## src/rtl/jtgng_vtimer.sv

```systemverilog
// jtgng_vtimer: arcade video timing generator with H/V counters,
// blanking, syncs, line/frame strobes and a colour-bar test source.
module jtgng_vtimer #(
    parameter int H_TOTAL  = 384,
    parameter int HB_START = 256,
    parameter int HS_START = 288,
    parameter int HS_END   = 320,
    parameter int V_TOTAL  = 262,
    parameter int VB_START = 224,
    parameter int VS_START = 240,
    parameter int VS_END   = 243
) (
    input  logic       clk,
    input  logic       rst,
    input  logic       cen,
    input  logic       pattern_en,
    output logic [8:0] H,
    output logic [8:0] V,
    output logic       LHBL,
    output logic       LVBL,
    output logic       HS,
    output logic       VS,
    output logic       hinit,
    output logic       vinit,
    output logic [3:0] red,
    output logic [3:0] green,
    output logic [3:0] blue
);

    localparam logic [8:0] H_LAST = 9'(H_TOTAL - 1);
    localparam logic [8:0] V_LAST = 9'(V_TOTAL - 1);
    localparam logic [9:0] HB_L   = 10'(HB_START);
    localparam logic [9:0] HSS_L  = 10'(HS_START);
    localparam logic [9:0] HSE_L  = 10'(HS_END);
    localparam logic [9:0] VB_L   = 10'(VB_START);
    localparam logic [9:0] VSS_L  = 10'(VS_START);
    localparam logic [9:0] VSE_L  = 10'(VS_END);
    localparam logic [9:0] BAR_W  = 10'(HB_START / 8);

    logic       h_wrap;
    logic       v_wrap;
    logic [8:0] h_nxt;
    logic [8:0] v_nxt;
    logic [9:0] h_ext;
    logic [9:0] v_ext;
    logic       act_nxt;
    logic [2:0] idx;

    // Next counts and the decode of the position they will present
    always_comb begin
        h_wrap  = (H == H_LAST);
        v_wrap  = (V == V_LAST);
        h_nxt   = h_wrap ? 9'd0 : H + 9'd1;
        v_nxt   = V;
        if (h_wrap)
            v_nxt = v_wrap ? 9'd0 : V + 9'd1;
        h_ext   = {1'b0, h_nxt};
        v_ext   = {1'b0, v_nxt};
        act_nxt = (h_ext < HB_L) && (v_ext < VB_L);
        idx     = 3'(h_ext / BAR_W);
    end

    // Counters, decoded video signals and strobes, all on cen
    always_ff @(posedge clk) begin
        if (rst) begin
            H     <= 9'd0;
            V     <= 9'd0;
            LHBL  <= 1'b1;
            LVBL  <= 1'b1;
            HS    <= 1'b0;
            VS    <= 1'b0;
            hinit <= 1'b0;
            vinit <= 1'b0;
            red   <= 4'd0;
            green <= 4'd0;
            blue  <= 4'd0;
        end else if (cen) begin
            H     <= h_nxt;
            V     <= v_nxt;
            LHBL  <= h_ext < HB_L;
            LVBL  <= v_ext < VB_L;
            HS    <= (h_ext >= HSS_L) && (h_ext < HSE_L);
            VS    <= (v_ext >= VSS_L) && (v_ext < VSE_L);
            hinit <= h_wrap;
            vinit <= h_wrap && v_wrap;
            if (pattern_en && act_nxt) begin
                red   <= {4{idx[2]}};
                green <= {4{idx[1]}};
                blue  <= {4{idx[0]}};
            end else begin
                red   <= 4'd0;
                green <= 4'd0;
                blue  <= 4'd0;
            end
        end else begin
            hinit <= 1'b0;
            vinit <= 1'b0;
        end
    end

endmodule

```

## config.mk

```make
export PLATFORM = sky130hd
export DESIGN_NAME = jtgng_vtimer
export DESIGN_NICKNAME = d
export VERILOG_FILES = /design/src/rtl/jtgng_vtimer.sv
export SDC_FILE = /design/constraint.sdc
export NUM_CORES = 1
export LEC_CHECK = 0
export BUFFER_PORTS_ARGS = -buffer_cell sky130_fd_sc_hd__clkbuf_2
export CAP_MARGIN = 20
export CORE_MARGIN = 1
export CORE_UTILIZATION = 50
export CTS_BUF_LIST = sky130_fd_sc_hd__clkbuf_4
export CTS_CLUSTER_DIAMETER = 30
export DETAILED_ROUTE_END_ITERATION = 8
export GPL_TIMING_DRIVEN = 0
export HOLD_SLACK_MARGIN = 0.06
export PLACE_DENSITY_LB_ADDON = 0.3
export SLEW_MARGIN = 20
export SYNTH_ARGS = -nofsm -noshare
export SYNTH_HDL_FRONTEND = slang
export SYNTH_SLANG_ARGS = --single-unit
```

## constraint.sdc

```tcl
create_clock -name clk -period 2.1 [get_ports clk]
set_input_delay 0 -clock clk [delete_from_list [all_inputs] [get_ports clk]]
set_output_delay 0 -clock clk [all_outputs]
set_load 0.05 [all_outputs]
```

==> flow_summary.toml, run 1 <==
[status]
status = "complete, no violations"

[timing]
setup_viol = 0
worstMarginPinSlew_ns = 0.5422
period_needed_ns = 2.019
drv_slew = 0
holdWs_ns = 0.07990
fin_skew_ns = 0.005592
slew_headroom_pct = 63.85
rsz0062_at_grt = "no"
period_share_pct = 96.15
hold_viol = 0
totalNegativeSetupSlack_ns = 0
fmax_ghz = 0.4953

[final_layout]
drive_gt1_share_pct = 31.60
fill_cells = 268
regArea_um2 = 556.8
multi_input_area_um2 = 1010
layout_commonest_cell = "clkbuf_2"
reg_top3 = "H x9, V x9"
postLayoutCellArea_um2 = 2027
final_core_util_pct = 64.80
final_nets = 259
diodes = 0
final_cell_mix = "38 x clkbuf_2, 27 x nor2_1, 20 x dfxtp_1"
areaGrowthSynthToFinish_pct = 20.63

[critical_path]
crit_slowest_cell = "dfxtp_4"
cp-start-kind = "register"
worst-setup-path-type = "reg -> reg"
worstPathMaxFanout = 9
path_delay_family = "compound AO/OA/AOI/OAI gates"
crit_buf_inv = 0
crit_chain = "ha_2 -> and4b_1 -> nand2_1 -> o32ai_4 -> a2111oi_4 -> a32o_1"
critPathMaxStageDelay_ns = 0.44
cp.required_ns = 2.34
crit_path_end_kind = "register"
crit_arrival_ns = 2.26

[routing]
first_pass_iters = 4
ant_nets = 0
routed_wirelength_mm = 3.853
first_iter_violations = 92
vias = 1669
drc_errors = 0
via_per_inst = 5.677
wl_per_cell_um = 13.11

[synthesis]
yosysWarnings = 0
synth_area_per_cell_um2 = 8.040
async_flop_share_pct = 0
ys_types = 52
syn_nets = 217
synth_flop_cell = "dfxtp_1"
seq_area_frac_synth_pct = 32.17
ys_ff_latch = 27
post-synth-top-area-fraction_pct = 32.17
synth_edf_count = 0
synthTopCellsByArea = "dfxtp_1 32%, nor2_1 6.3%, a21oi_1 5.1%"
syn_inst = 209
yosys.area.top_type = "dfxtp_1"
synth_area_um2 = 1680

[clock_tree]
clock_sinks = 27
cts_tree = "yes"
root_buffer = "clkbuf_4"
clk_pin_slew_ns = 0.15
numCtsBuffers = 3
cts_hold_buf = 0
clk-insertion-delay-late_ns = 0.33
htree_levels = 1
cts_buffer_depth = 2

[die]
row_count = 20
die_x_um = 59.97
ioPinCount = 40
dieArea_um2 = 3596
initial_core_util_pct = 53.72
dieHeight_um = 59.97
core_um2 = 3128

[pwr]
power_density_nw_per_um2 = 420.1
power.leakage_uw = 0.0008586
vdd_drop_max_v = 0.0002280

[grt]
antenna_found_initial = 0
grt_first_pass_wirelength_mm = 6.320
grt_util_all_layers_pct = 22.74
grt-ovfl-total = 0
grt_max_degree = 16
first_global_vias = 1433

[hold_path]
hp-class = "in -> reg"

[place]
place.gp.congestion = 0.8592
post_dp_cell_area_um2 = 1943
dp_hpwl_mm = 2.729
port-buffer-count = 37

[job]
maxCapViolCount = 0
[final timing paths]
kind                            start  endpoint  slack (ns)  depth (start not counted)
worst min-delay path              cen      LVBL        0.08                          3
worst min register to register     VS        VS        0.46                          2
worst max register to register   H[0]   blue[2]        0.08                          6
worst max-delay path             H[0]   blue[2]        0.08                          6
[power by group]
group | leakage [uW] | internal (uW) | switching [uW]
Combinational | 0.000618 | 24.0 | 62.8
Clock | 0.0000177 | 71.5 | 162
Sequential | 0.000223 | 518 | 13.8
[cell type report]
cell class              count  share of cell area, %
clock inverters             1                 0.2469
repair buffers             38                  9.506
flip-flops and latches     27                  27.47
well taps                  44                  2.716
inverters                   5                 0.9259
multi-input cells         150                  49.81
clock buffers               3                  1.111
plain buffers              26                  8.210
[stage by stage]
step           worst slack [ns]  total power, uW  instances
3_3_place_gp           -0.04427            627.2        290
5_1_grt                 0.01278            886.9        294
6_report                0.08094            851.4        294
3_5_place_dp           -0.04448            628.2        290
4_1_cts               -0.001742            853.7        294
2_1_floorplan         -0.009382            606.1        209
[metal layers]
| layer | GRT usage (%) | wire [um] |
|---|---|---|
| met1 | 33.51 | 1937 |
| met2 | 34.13 | 1685 |
| met3 | 2.597 | 217 |
| met4 | 7.641 | 12 |
| met5 | 0 | 0 |
[Yosys cell counts (5+ instances only)]
cell type	n
inv_1	5
nor2_1	28
nand3_1	8
a21oi_1	17
clkbuf_1	11
buf_4	11
nor3_1	12
nand2_1	11
o21ai_0	8
nand4_1	7
dfxtp_1	27
[tightest hold or removal path, delay by kind of cell]
family | cells | cell delay (ns)
buf+inv | 1 | 0.19
compound gates | 2 | 0.19
[cells by family (layout without fill, tap and decap cells)]
family,after synthesis,after routing,synth area share [%]
and+or+nand+nor,89,89,29.26
AOI/OAI and AO/OA,48,48,19.88
buffers and inverters,32,73,10.72
DFF,27,27,32.17
xor gates and xnor gates,5,5,2.606
adders and majority gates,4,4,2.979
muxes,4,4,2.383
[timing repair]
item,CTS,global route
cloned,0,0
setup buffers,0,1
endpoints found under the setup margin,4,4
pin swaps,0,4
resized for setup,6,7
No activity file was read; power rests on OpenSTA's default activity.
==> run 2, diff against run 1 <==
CORE_UTILIZATION = 55   (was 50)
clock period = 2.4 ns   (was 2.1 ns; I/O delays follow)
==> run 2 against run 1 <==
Against the previous run: the flow now finishes with violations (DRC); flip-flop and latch count is the same; clock skew shrank 0.0036 ns; power is 12% lower; first-iteration DRC count decreased by 2.2%; hold slack better by 0.042 ns; maximum frequency decreased by 10%; cell area is 4.2% lower; critical endpoint unchanged; largest power group unchanged.
==> flow_summary.toml, run 2 (same netlist as run 1, synthesis figures left out) <==
[status]
status = "complete, but fails checks"
violations = "DRC"

[clock_tree]
numCtsBuffers = 3
ctsResizeCount = 0
clk_pin_slew_ns = 0.14
htree_levels = 1
clk-insertion-delay-late_ns = 0.33
cts_hold_buf = 0
root_buffer = "clkbuf_4"
clock_sinks = 27
cts_setup_buffers = 0
cts_tree = "yes"
cts_buffer_depth = 2

[grt]
grt_util_all_layers_pct = 24.28
antenna_found_initial = 0
grt.busiest_layer = "met2"
met3_usage_pct = 5.215
grt.met1_usage_pct = 34.14
grt_max_degree = 15
grt_first_pass_wirelength_mm = 6.348
grt-ovfl-total = 0
first_global_vias = 1352
use_met2_pct = 38.82

[critical_path]
crit_arrival_ns = 2.53
worstPathMaxFanout = 8
cp.required_ns = 2.68
crit_path_end_kind = "register"
critPathMaxStageDelay_ns = 0.50
cp-start-kind = "register"
crit_chain = "ha_2 -> nand4b_2 -> nor4_1 -> o32ai_2 -> a2111oi_4 -> a32o_1"
r2r_slack_ns = 0.15
crit_slowest_cell = "dfxtp_1"
worst-setup-path-type = "reg -> reg"
crit_buf_inv = 0
path_delay_family = "compound AO/OA/AOI/OAI gates"

[die]
ioPinCount = 40
core_um2 = 2829
die_x_um = 57.28
row_count = 19
initial_core_util_pct = 59.40
dieArea_um2 = 3280
dieHeight_um = 57.28

[final_layout]
regArea_um2 = 543.0
reg_top3 = "H x9, V x9"
multi_input_area_um2 = 964.7
fill_cells = 250
final_nets = 259
diodes = 0
areaGrowthSynthToFinish_pct = 15.56
drive_gt1_share_pct = 27.60
layout_commonest_cell = "clkbuf_2"
final_cell_mix = "37 x clkbuf_2, 27 x nor2_1, 25 x dfxtp_1"
final_core_util_pct = 68.64
stdcell_count = 281

[place]
place.gp.congestion = 0.9196
port-buffer-count = 37
dpl.cell_count = 277
dp_hpwl_mm = 2.790

[timing]
fin_skew_ns = 0.001977
drv_slew = 0
worstMarginPinSlew_ns = 0.5427
hold_viol = 0
totalNegativeSetupSlack_ns = 0
holdWs_ns = 0.1217
period_needed_ns = 2.248
slew_headroom_pct = 63.82
period_share_pct = 93.67
rsz0062_at_grt = "no"
setup_viol = 0
fmax_ghz = 0.4448

[routing]
first_pass_iters = 9
drc_errors = 4
first_iter_violations = 90
wl_per_cell_um = 13.27
via_per_inst = 5.833
vias = 1639
ant_nets = 0
routed_wirelength_mm = 3.730

[pwr]
power.leakage_uw = 0.0008188
total_power_uw = 751.4
vdd_drop_max_v = 0.0004506
power_density_nw_per_um2 = 386.9

[job]
maxCapViolCount = 0

[hold_path]
hp-class = "in -> reg"
run 2: cell types whose count changed in the layout (fill, tap and decap cells not counted), sizes merged:
cell	change
clkbuf	+3
buf	-2
clkinv	-1
run 2: path summary, 6_finish.rpt:
path         from       to  cells after the start
max          H[1]  blue[2]                      6
min           cen     LVBL                      3
max reg2reg  H[1]  blue[2]                      6
min reg2reg    VS       VS                      2
run 2: power breakdown:
part	switching (uW)	internal, uW	leakage (uW)
logic	55.3	21.0	0.000581
clock network	133	76.5	0.0000184
registers	11.0	455	0.000219
run 2: layout make-up:
cell class | count | area share, %
multi-input cells | 150 | 49.68
repair buffers | 37 | 9.536
flip-flops and latches | 27 | 27.96
clock buffers | 4 | 1.546
inverters | 5 | 0.9665
plain buffers | 27 | 8.312
well taps | 31 | 1.997
run 2: metal layers:
layer	share of wire [%]	vias up	wire, um
met3	5.8	4	217
met4	0.56	0	21
met1	50	739	1878
met2	43	66	1612
li1	-	830	-
met5	0	-	0
run 2: worst reg2reg max path: stages, from the launching register on:
cell and delay [ns]:
dfxtp_1 0.50, ha_2 0.33, nand4b_2 0.19, nor4_1 0.36
o32ai_2 0.19, a2111oi_4 0.43, a32o_1 0.21
run 2: metrics by stage:
stage	setup slack, ns	area [um^2]
floorplan	0.006088	1682
global placement	0.1353	1906
detailed placement	0.09949	1906
CTS	0.06054	1936
global route	0.004526	1942
finish	0.1519	1942
